[config.mk]
export PLATFORM = sky130hd
export DESIGN_NAME = branch_resolution_queue
export DESIGN_NICKNAME = d
export VERILOG_FILES = /design/src/rtl/branch_resolution_queue_pkg.sv /design/src/rtl/branch_resolution_queue_prediction_fifo.sv /design/src/rtl/branch_resolution_queue.sv
export SDC_FILE = /design/constraint.sdc
export NUM_CORES = 1
export LEC_CHECK = 0
export BUFFER_PORTS_ARGS = -buffer_cell sky130_fd_sc_hd__buf_2
export CAP_MARGIN = 20
export CORE_MARGIN = 2
export CORE_UTILIZATION = 54
export CTS_CLUSTER_SIZE = 40
export DETAILED_ROUTE_END_ITERATION = 10
export PLACE_DENSITY = 0.76
export SLEW_MARGIN = 0
export SYNTH_ARGS = -nofsm -noshare
export SYNTH_HDL_FRONTEND = slang
export SYNTH_SLANG_ARGS = --single-unit
[constraint.sdc]
create_clock -name clk_i -period 13.1 [get_ports clk_i]
set_input_delay 3.93 -clock clk_i [delete_from_list [all_inputs] [get_ports clk_i]]
set_output_delay 3.93 -clock clk_i [all_outputs]
set_load 0.05 [all_outputs]
[src/rtl/branch_resolution_queue_pkg.sv]
// Shared types for the branch resolution queue: the machine data word and
// one in-flight prediction record, plus the sequential fall-through PC helper.
// Pure declarations; no logic, no latency, no flow control.
package branch_resolution_queue_pkg;

  typedef logic [31:0] data_word_t;

  typedef struct packed {
    data_word_t pc;
    logic       taken;
    data_word_t target;
  } prediction_entry_t;

  // Address of the next sequential instruction; wraps modulo 2^32.
  function automatic data_word_t fallthrough_pc(input data_word_t pc,
                                                input logic compressed);
    return pc + (compressed ? 32'd2 : 32'd4);
  endfunction

endpackage

[src/rtl/branch_resolution_queue_prediction_fifo.sv]
// Circular buffer of predictions in program order, head read combinationally.
// Latency: a push is visible at the head one cycle later; pop takes effect next cycle.
// Backpressure: push dropped when full unless a pop happens in the same cycle; pop ignored when empty.
module prediction_fifo
  import branch_resolution_queue_pkg::*;
#(
  parameter int DEPTH = 8
) (
  input  logic              clk,
  input  logic              rst,
  input  logic              clear,
  input  logic              push,
  input  prediction_entry_t push_data,
  input  logic              pop,
  output prediction_entry_t head,
  output logic              full,
  output logic              empty
);

  localparam int PW = $clog2(DEPTH);
  localparam logic [PW:0] DEPTH_C = (PW+1)'(DEPTH);

  prediction_entry_t mem [DEPTH];
  logic [PW-1:0]     wr_ptr;
  logic [PW-1:0]     rd_ptr;
  logic [PW:0]       count;
  logic              do_pop;
  logic              do_push;

  assign full    = (count == DEPTH_C);
  assign empty   = (count == '0);
  assign do_pop  = pop & ~empty;
  assign do_push = push & (~full | do_pop);
  assign head    = mem[rd_ptr];

  // Pointers wrap naturally at the power-of-two depth; clear drops every entry.
  always_ff @(posedge clk) begin
    if (rst || clear) begin
      wr_ptr <= '0;
      rd_ptr <= '0;
      count  <= '0;
    end else begin
      if (do_push) wr_ptr <= wr_ptr + 1'b1;
      if (do_pop)  rd_ptr <= rd_ptr + 1'b1;
      case ({do_push, do_pop})
        2'b10:   count <= count + 1'b1;
        2'b01:   count <= count - 1'b1;
        default: count <= count;
      endcase
    end
  end

  // Entry storage needs no reset: count gates every read that matters.
  always_ff @(posedge clk) begin
    if (do_push && !clear) mem[wr_ptr] <= push_data;
  end

endmodule

[src/rtl/branch_resolution_queue.sv]
// Holds fetch predictions until execute resolves them; flags redirects and feeds the BTB.
// Latency: mispredict, redirect PC, error and BTB update are registered, valid 1 cycle after resolve.
// Backpressure: full_o drops lone pushes; push with a same-cycle resolve is accepted even when full.
module branch_resolution_queue
  import branch_resolution_queue_pkg::*;
#(
  parameter int QUEUE_DEPTH = 8
) (
  input  logic        clk_i,
  input  logic        rst_i,
  input  logic        flush_i,
  input  logic        push_i,
  input  logic [31:0] push_pc_i,
  input  logic        push_taken_i,
  input  logic [31:0] push_target_i,
  output logic        full_o,
  output logic        empty_o,
  input  logic        resolve_i,
  input  logic        resolve_taken_i,
  input  logic [31:0] resolve_target_i,
  input  logic        resolve_branch_i,
  input  logic        resolve_jump_i,
  input  logic        resolve_compressed_i,
  output logic        mispredict_o,
  output logic [31:0] correct_pc_o,
  output logic        resolve_error_o,
  output logic [31:0] btb_instr_address_o,
  output logic [31:0] btb_target_o,
  output logic        btb_taken_o,
  output logic        btb_branch_o,
  output logic        btb_jump_o
);

  prediction_entry_t head;
  prediction_entry_t push_entry;
  logic              resolve_valid;
  logic              mispredict;
  logic              fifo_clear;
  logic              fifo_push;
  logic              fifo_pop;
  data_word_t        redirect_pc;

  assign push_entry = '{pc: push_pc_i, taken: push_taken_i, target: push_target_i};

  assign resolve_valid = resolve_i & ~empty_o;

  // Wrong direction, or right direction (taken) but wrong destination.
  assign mispredict = resolve_valid &
                      ((head.taken != resolve_taken_i) |
                       (head.taken & resolve_taken_i & (head.target != resolve_target_i)));

  assign redirect_pc = resolve_taken_i ? resolve_target_i
                                       : fallthrough_pc(head.pc, resolve_compressed_i);

  // Everything younger than a mispredicted entry is wrong-path, including a same-cycle push.
  assign fifo_clear = flush_i | mispredict;
  assign fifo_push  = push_i & ~fifo_clear;
  assign fifo_pop   = resolve_valid & ~flush_i;

  prediction_fifo #(.DEPTH(QUEUE_DEPTH)) u_fifo (
    .clk       (clk_i),
    .rst       (rst_i),
    .clear     (fifo_clear),
    .push      (fifo_push),
    .push_data (push_entry),
    .pop       (fifo_pop),
    .head      (head),
    .full      (full_o),
    .empty     (empty_o)
  );

  // Redirect, error pulse and BTB update registers; flush zeroes all of them.
  always_ff @(posedge clk_i) begin
    if (rst_i || flush_i) begin
      mispredict_o        <= 1'b0;
      correct_pc_o        <= '0;
      resolve_error_o     <= 1'b0;
      btb_instr_address_o <= '0;
      btb_target_o        <= '0;
      btb_taken_o         <= 1'b0;
      btb_branch_o        <= 1'b0;
      btb_jump_o          <= 1'b0;
    end else begin
      mispredict_o    <= mispredict;
      resolve_error_o <= resolve_i & empty_o;
      if (mispredict) correct_pc_o <= redirect_pc;
      if (resolve_valid) begin
        btb_instr_address_o <= head.pc;
        btb_target_o        <= resolve_target_i;
      end
      btb_taken_o  <= resolve_valid & resolve_taken_i;
      btb_branch_o <= resolve_valid & resolve_branch_i;
      btb_jump_o   <= resolve_valid & resolve_jump_i;
    end
  end

endmodule
## Yosys cells after proc, flatten, opt, wreduce, memory -nomap -nowiden

Memories as Yosys holds them, arrays and structs flattened. A register that Yosys moved wholly into a read port is not among the register bits.
Cells that the tools add are included.

| word-level totals | value |
|---|---|
| register bits | 111 |
| bits in writable memories | 520 |
| output and inout bits | 103 |
| input port bits | 106 |
| logic and storage cells | 54 |
| memories kept | 1 |

Memory list:

| name | words | bits a word | read ports | clocked after memory_dff | write ports | line | source |
|---|---|---|---|---|---|---|---|
| u_fifo.mem | 8 | 65 | 1 | 1 | 1 | branch_resolution_queue_prediction_fifo.sv:23 | `prediction_entry_t mem [DEPTH];` |

| operators by class | value |
|---|---|
| bitwise operators | 19 |
| reductions and logical operators | 6 |
| multiplexer cells | 7 |
| equal/unequal tests | 5 |
| $add $sub $neg | 5 |

Operators with widths:

| cell | count |
|---|---|
| $add A32 B3 Y32 | 1 |
| $mux W32 | 1 |
| $ne A32 B32 Y1 | 1 |
| $and A1 B1 Y1 | 12 |
| $mux W3 | 3 |
| $pmux W4 S2 | 1 |
| $add A3 B1 Y3 const B | 2 |
| $add A4 B1 Y4 const B | 1 |
| $eq A4 B4 Y1 const B | 1 |
| $logic_not A4 Y1 | 1 |
| $not A1 Y1 | 4 |
| $sub A4 B1 Y4 const B | 1 |
| $or A1 B1 Y1 | 3 |
| $eq A2 B1 Y1 const B | 1 |
| $eq A2 B2 Y1 const B | 1 |
| $logic_or A1 B1 Y1 | 2 |
| $mux W1 | 2 |
| $reduce_bool A2 Y1 | 1 |
| $logic_and A1 B1 Y1 | 1 |
| $logic_not A1 Y1 | 1 |
| $ne A1 B1 Y1 | 1 |

## Depth between registers and ports, before layout

| depth | value |
|---|---|
| depth in word-level cells | 11 |
| gate-level depth with buffers | 20 |
| depth with buffers taken out | 15 |

## Hierarchy

Synthesis repeated with hierarchy kept, for this count alone.

| unflattened totals | value |
|---|---|
| cells, all modules | 1469 |
| area total of the unflattened synthesis | 25235.5 µm² |

By module, submodules not included:

| module | area each (µm²) | sequential area each (µm²) | instances | cells an instance |
|---|---|---|---|---|
| prediction_fifo | 20235.7 | 15875.2 | 1 | 838 |
| branch_resolution_queue | 4999.8 | 2021.9 | 1 | 631 |

## Worst setup path before layout

No wires, ideal clock.

| timing | value |
|---|---|
| path type | input -> register |
| from | input port resolve_target_i[14] |
| to | memory u_fifo.mem[4][0] (netlist bit), enable pin |
| cell stages on the path | 6 |
| required time | 12428 ps |
| setup time | 672 ps |
| arrival | 12143 ps |
| setup slack | 285 ps |
| path buffers | 0 |
| cell sequence | xor2_1 nand3_1 or4_1 o41ai_4 a21oi_4 nor4b_1 |

| between the ends | value |
|---|---|
| cells in the longest elaborated chain, start to end | 11 |
| elaborated cells on any way between the ends | 12 |
| classes of those cells | eq/ne: 1; mux: 2; bitwise: 7; reduce/logical: 2 |

Ends and longest elaborated chain:

| what | line | source |
|---|---|---|
| from (decl) | branch_resolution_queue.sv:20 | `input logic [31:0] resolve_target_i,` |
| $ne A32 B32 Y1 * | branch_resolution_queue.sv:50 | `(head.taken & resolve_taken_i & (head.target != resolve_target_i)));` |
| $and A1 B1 Y1 * | branch_resolution_queue.sv:50 |  |
| $or A1 B1 Y1 * | branch_resolution_queue.sv:49 | `((head.taken != resolve_taken_i) \|` |
| $and A1 B1 Y1 * | branch_resolution_queue.sv:48 | `assign mispredict = resolve_valid &` |
| $or A1 B1 Y1 * | branch_resolution_queue.sv:56 | `assign fifo_clear = flush_i \| mispredict;` |
| $not A1 Y1 | branch_resolution_queue.sv:57 | `assign fifo_push = push_i & ~fifo_clear;` |
| $and A1 B1 Y1 | branch_resolution_queue.sv:57 |  |
| $and A1 B1 Y1 | branch_resolution_queue_prediction_fifo.sv:33 | `assign do_push = push & (~full \| do_pop);` |
| $logic_and A1 B1 Y1 * | branch_resolution_queue_prediction_fifo.sv:55 | `if (do_push && !clear) mem[wr_ptr] <= push_data;` |
| $mux W1 * | branch_resolution_queue_prediction_fifo.sv:55 |  |
| $mux W1 (not written as such) * | branch_resolution_queue_prediction_fifo.sv:55 |  |
| to (decl) | branch_resolution_queue_prediction_fifo.sv:23 |  |

Every way passes the cells marked *; elsewhere a longest branch is shown, timed or not.

## Worst setup path in the final report

| timing | value |
|---|---|
| from | input port resolve_target_i[20] |
| to | memory u_fifo.mem[0][51] (netlist bit), enable pin |

Same word-level chain as after synthesis.

==> run_results.csv <==
group,metric,value,unit
cells_and_area,area_growth,14.4,%
worst_setup_path,crit_start,"resolve_target_i[20]",
die,die_h,221,um
global_route,overflow,0,
yosys,synth_area,0.0253,mm^2
sta,fin_setup_tns,0,ns
clock_tree,numClockSinks,634,
global_route,grtUsageTotal,0.260,
routing,drt_first_pass_iters,5,
clock_tree,cts_resized,0,
sta,tightest_slew,1.13,ns
routing,drtIter0Drc,1514,
worst_setup_path,worstPathArrival,7.35,ns
sta,period_needed,7.12,ns
routing,ant_nets,0,
yosys,ys_ff_latch,634,
sta,grt_setup_unrepaired,"false",
clock_tree,cts_tree,"built",
yosys,synthArstFlopShare,0,
die,die_w,221,um
yosys,yosysSeqAreaShare,0.707,
sta,fmax,0.141,GHz
worst_setup_path,worstPathCellList,"buf_2 -> xor2_1 -> nand4_1 -> or4_1 -> o41ai_4 -> a21oi_4 -> buf_4 -> nor4_2 -> buf_4",
yosys,avgSynthCellArea,17.3,um^2
min_path,hp-start,"btb_target_o[27]$_SDFFE_PP0P_",
clock_tree,clock_latency,0.63,ns
clock_tree,clock-root-buffer,"clkbuf_16",
power,finalPower,0.00427,W
power,p_clk_frac,0.421,
global_route,grt_pass1_wl,90500,um
sta,slew_headroom,0.247,
cells_and_area,final_cell_count_no_fill,2335,
power,power_density,147,mW/mm^2
outcome,outcome,"completed",
sta,layout_setup_ws,5.98,ns
power,switchingPower,0.000922,W
global_route,grt_pass1_vias,13800,
placed_design,place_inst,2214,
yosys,ys.flop_type,"edfxtp_1",
global_route,antenna_found_initial,16,
sta,skew,0.0171,ns
clock_tree,h-tree-depth,2,
worst_setup_path,path_delay_family,"buffers and inverters",
placed_design,post-dp-hpwl,40000,um
yosys,synth.distinct_cells,59,
run,cap_violations,0,
die,start_util,0.545,
routing,wl_per_cell,26.9,um
yosys,synth_area_leaders,"edfxtp_1, mux4_2, dfxtp_1",
worst_setup_path,slowest_stage,"buf_4",
die,fp.dieArea,0.0486,mm^2
power,p_int,0.00334,W
clock_tree,cts_setup_buffers,0,
placed_design,preCtsSetupSlack,5.35,ns
yosys,synth.largest_area_cell,"edfxtp_1",
yosys,synth_top_area_share,0.617,
global_route,grt_max_degree,77,
sta,period_share,0.543,
yosys,synth_nets,1575,
yosys,netlist_instances,1460,
power,switching_share,0.216,
power,ir_worst_vdd,111,uV
power,p_seq_frac,0.519,
worst_setup_path,max_stage_delay,0.88,ns
placed_design,gp_congestion,0.830,
sta,slew_viol_final,0,
clock_tree,cts_buffers,61,
clock_tree,holdBufCountCts,0,
cells_and_area,nNetsFinal,1786,
worst_setup_path,path_class,"input pin to flip-flop",
die,io_pins,209,
worst_setup_path,worst_path_most_repeated_cell,"buf_4",
sta,hold_violations,0,
routing,vias_per_cell,6.10,
worst_setup_path,worstPathRequired,13.33,ns
clock_tree,clock_path_buffers,3,
worst_setup_path,path_max_fanout,65,
power,p_leak,9.40,nW
yosys,synth_edf_count,520,
die,core_area,0.0465,mm^2
yosys,yosys_warnings,0,
routing,via_count,14200,
routing,drcViolationCount,0,
worst_setup_path,cp-end-kind,"flip-flop",
die,num_rows,79,
worst_setup_path,worst-path-buf-inv,3,
worst_setup_path,cp-start-kind,"input pin",
power,p_comb_frac,0.060,
cells_and_area,layout-drive-gt1-share,0.277,
sta,setup_viol,0,
placed_design,io_buffers,208,
clock_tree,clk_pin_slew_worst_paths,0.06,ns
routing,finalWirelength,62900,um
min_path,hold_class,"flip-flop to flip-flop",
[per-layer routing]
metal  share of wire  global-route usage  vias up
met1            0.39               0.355     7248
met2            0.47               0.403      636
met4           0.032               0.101       16
li1                -                   -     6235
met5          0.0016                   0        -
met3           0.098              0.0711      104
[cell usage after synthesis, drive strengths merged (8+ instances only)]
cell    number
a211oi      84
a21oi       54
a311oi      10
buf         52
clkbuf      39
dfxtp      114
edfxtp     520
inv          8
mux2i       87
mux4       118
nand2      111
nand2b       8
nand3       13
nor2        60
nor3        13
nor4        13
xnor2       35
xor2        19
[sequential cells by signal, summed over array words and instances (netlist names), named ones only]
register,cells
btb_taken_o,1
btb_jump_o,1
btb_branch_o,1
correct_pc_o,32
u_fifo.mem,520
btb_instr_address_o,32
u_fifo.count,4
mispredict_o,1
resolve_error_o,1
btb_target_o,32
u_fifo.wr_ptr,3
u_fifo.rd_ptr,3
[worst reg2reg max path, cell delays in order (launching register included)]
cell,delay [ns]
dfxtp_4,0.69
buf_4,0.68
buf_4,0.80
mux4_2,0.62
mux2i_1,0.56
xnor2_1,0.14
nor4_1,0.36
nand4_1,0.21
o41ai_4,0.61
a21oi_4,0.10
buf_4,0.33
nor4_2,0.37
buf_4,0.88
[per-stage QoR]
stage	instance area (um^2)	util	hold WS (ns)
final	29000	0.624	0.450
after global placement	26900	0.578	0.440
after floorplan	25300	-	0.450
after global routing	29000	0.623	0.466
after detailed placement	26900	0.578	0.445
after CTS	28900	0.623	0.453
[final cells by class]
type | count | area (um^2)
diodes | 7 | 17.5
fillers | 3246 | 17500
flip-flops and latches | 634 | 17900
inverters | 9 | 33.8
clock buffers | 80 | 1660
repair buffers | 239 | 1290
multi-input cells | 726 | 6900
clock inverters | 33 | 393
well taps | 607 | 759
[final timing paths]
kind	end	slack (ns)	cells after the start
max reg2reg	u_fifo.mem[0][51]$_DFFE_PP_	6.30	12
min reg2reg	btb_target_o[27]$_SDFFE_PP0P_	0.45	2
max	u_fifo.mem[0][51]$_DFFE_PP_	5.98	9
min	btb_target_o[27]$_SDFFE_PP0P_	0.45	2
[power by group through the flow]
stage / combinational (W) / clock, W / sequential, W
floorplan: 0.000120 / 0 / 0.00229
global placement: 0.000248 / 0 / 0.00226
detailed placement: 0.000254 / 0 / 0.00226
CTS: 0.000255 / 0.00182 / 0.00221
global route: 0.000273 / 0.00190 / 0.00222
finish: 0.000256 / 0.00180 / 0.00221
[placed cells by master (no fill, tap or decap), types with 10 or more instances in the layout]
cell type	count
a211oi_1	78
a21oi_1	52
a311oi_1	10
buf_2	208
buf_4	30
clkbuf_1	15
clkbuf_16	63
clkinv_2	10
dfxtp_1	111
edfxtp_1	520
mux2i_1	87
mux4_2	112
nand2_1	111
nand3_1	13
nor2_1	59
nor3_1	13
xnor2_1	35
xor2_1	19
[logic make-up after synthesis]
logic type	Yosys count	share of synthesized area
AO/OA/AOI/OAI	178	0.0506
XOR/XNOR	54	0.0187
adder cells (fa/ha/maj)	9	0.00504
buffers and inverters	100	0.0232
flip-flops	634	0.707
multiplexers	211	0.143
AND/OR/NAND/NOR	274	0.0526
No activity file was read; power rests on OpenSTA's default activity.
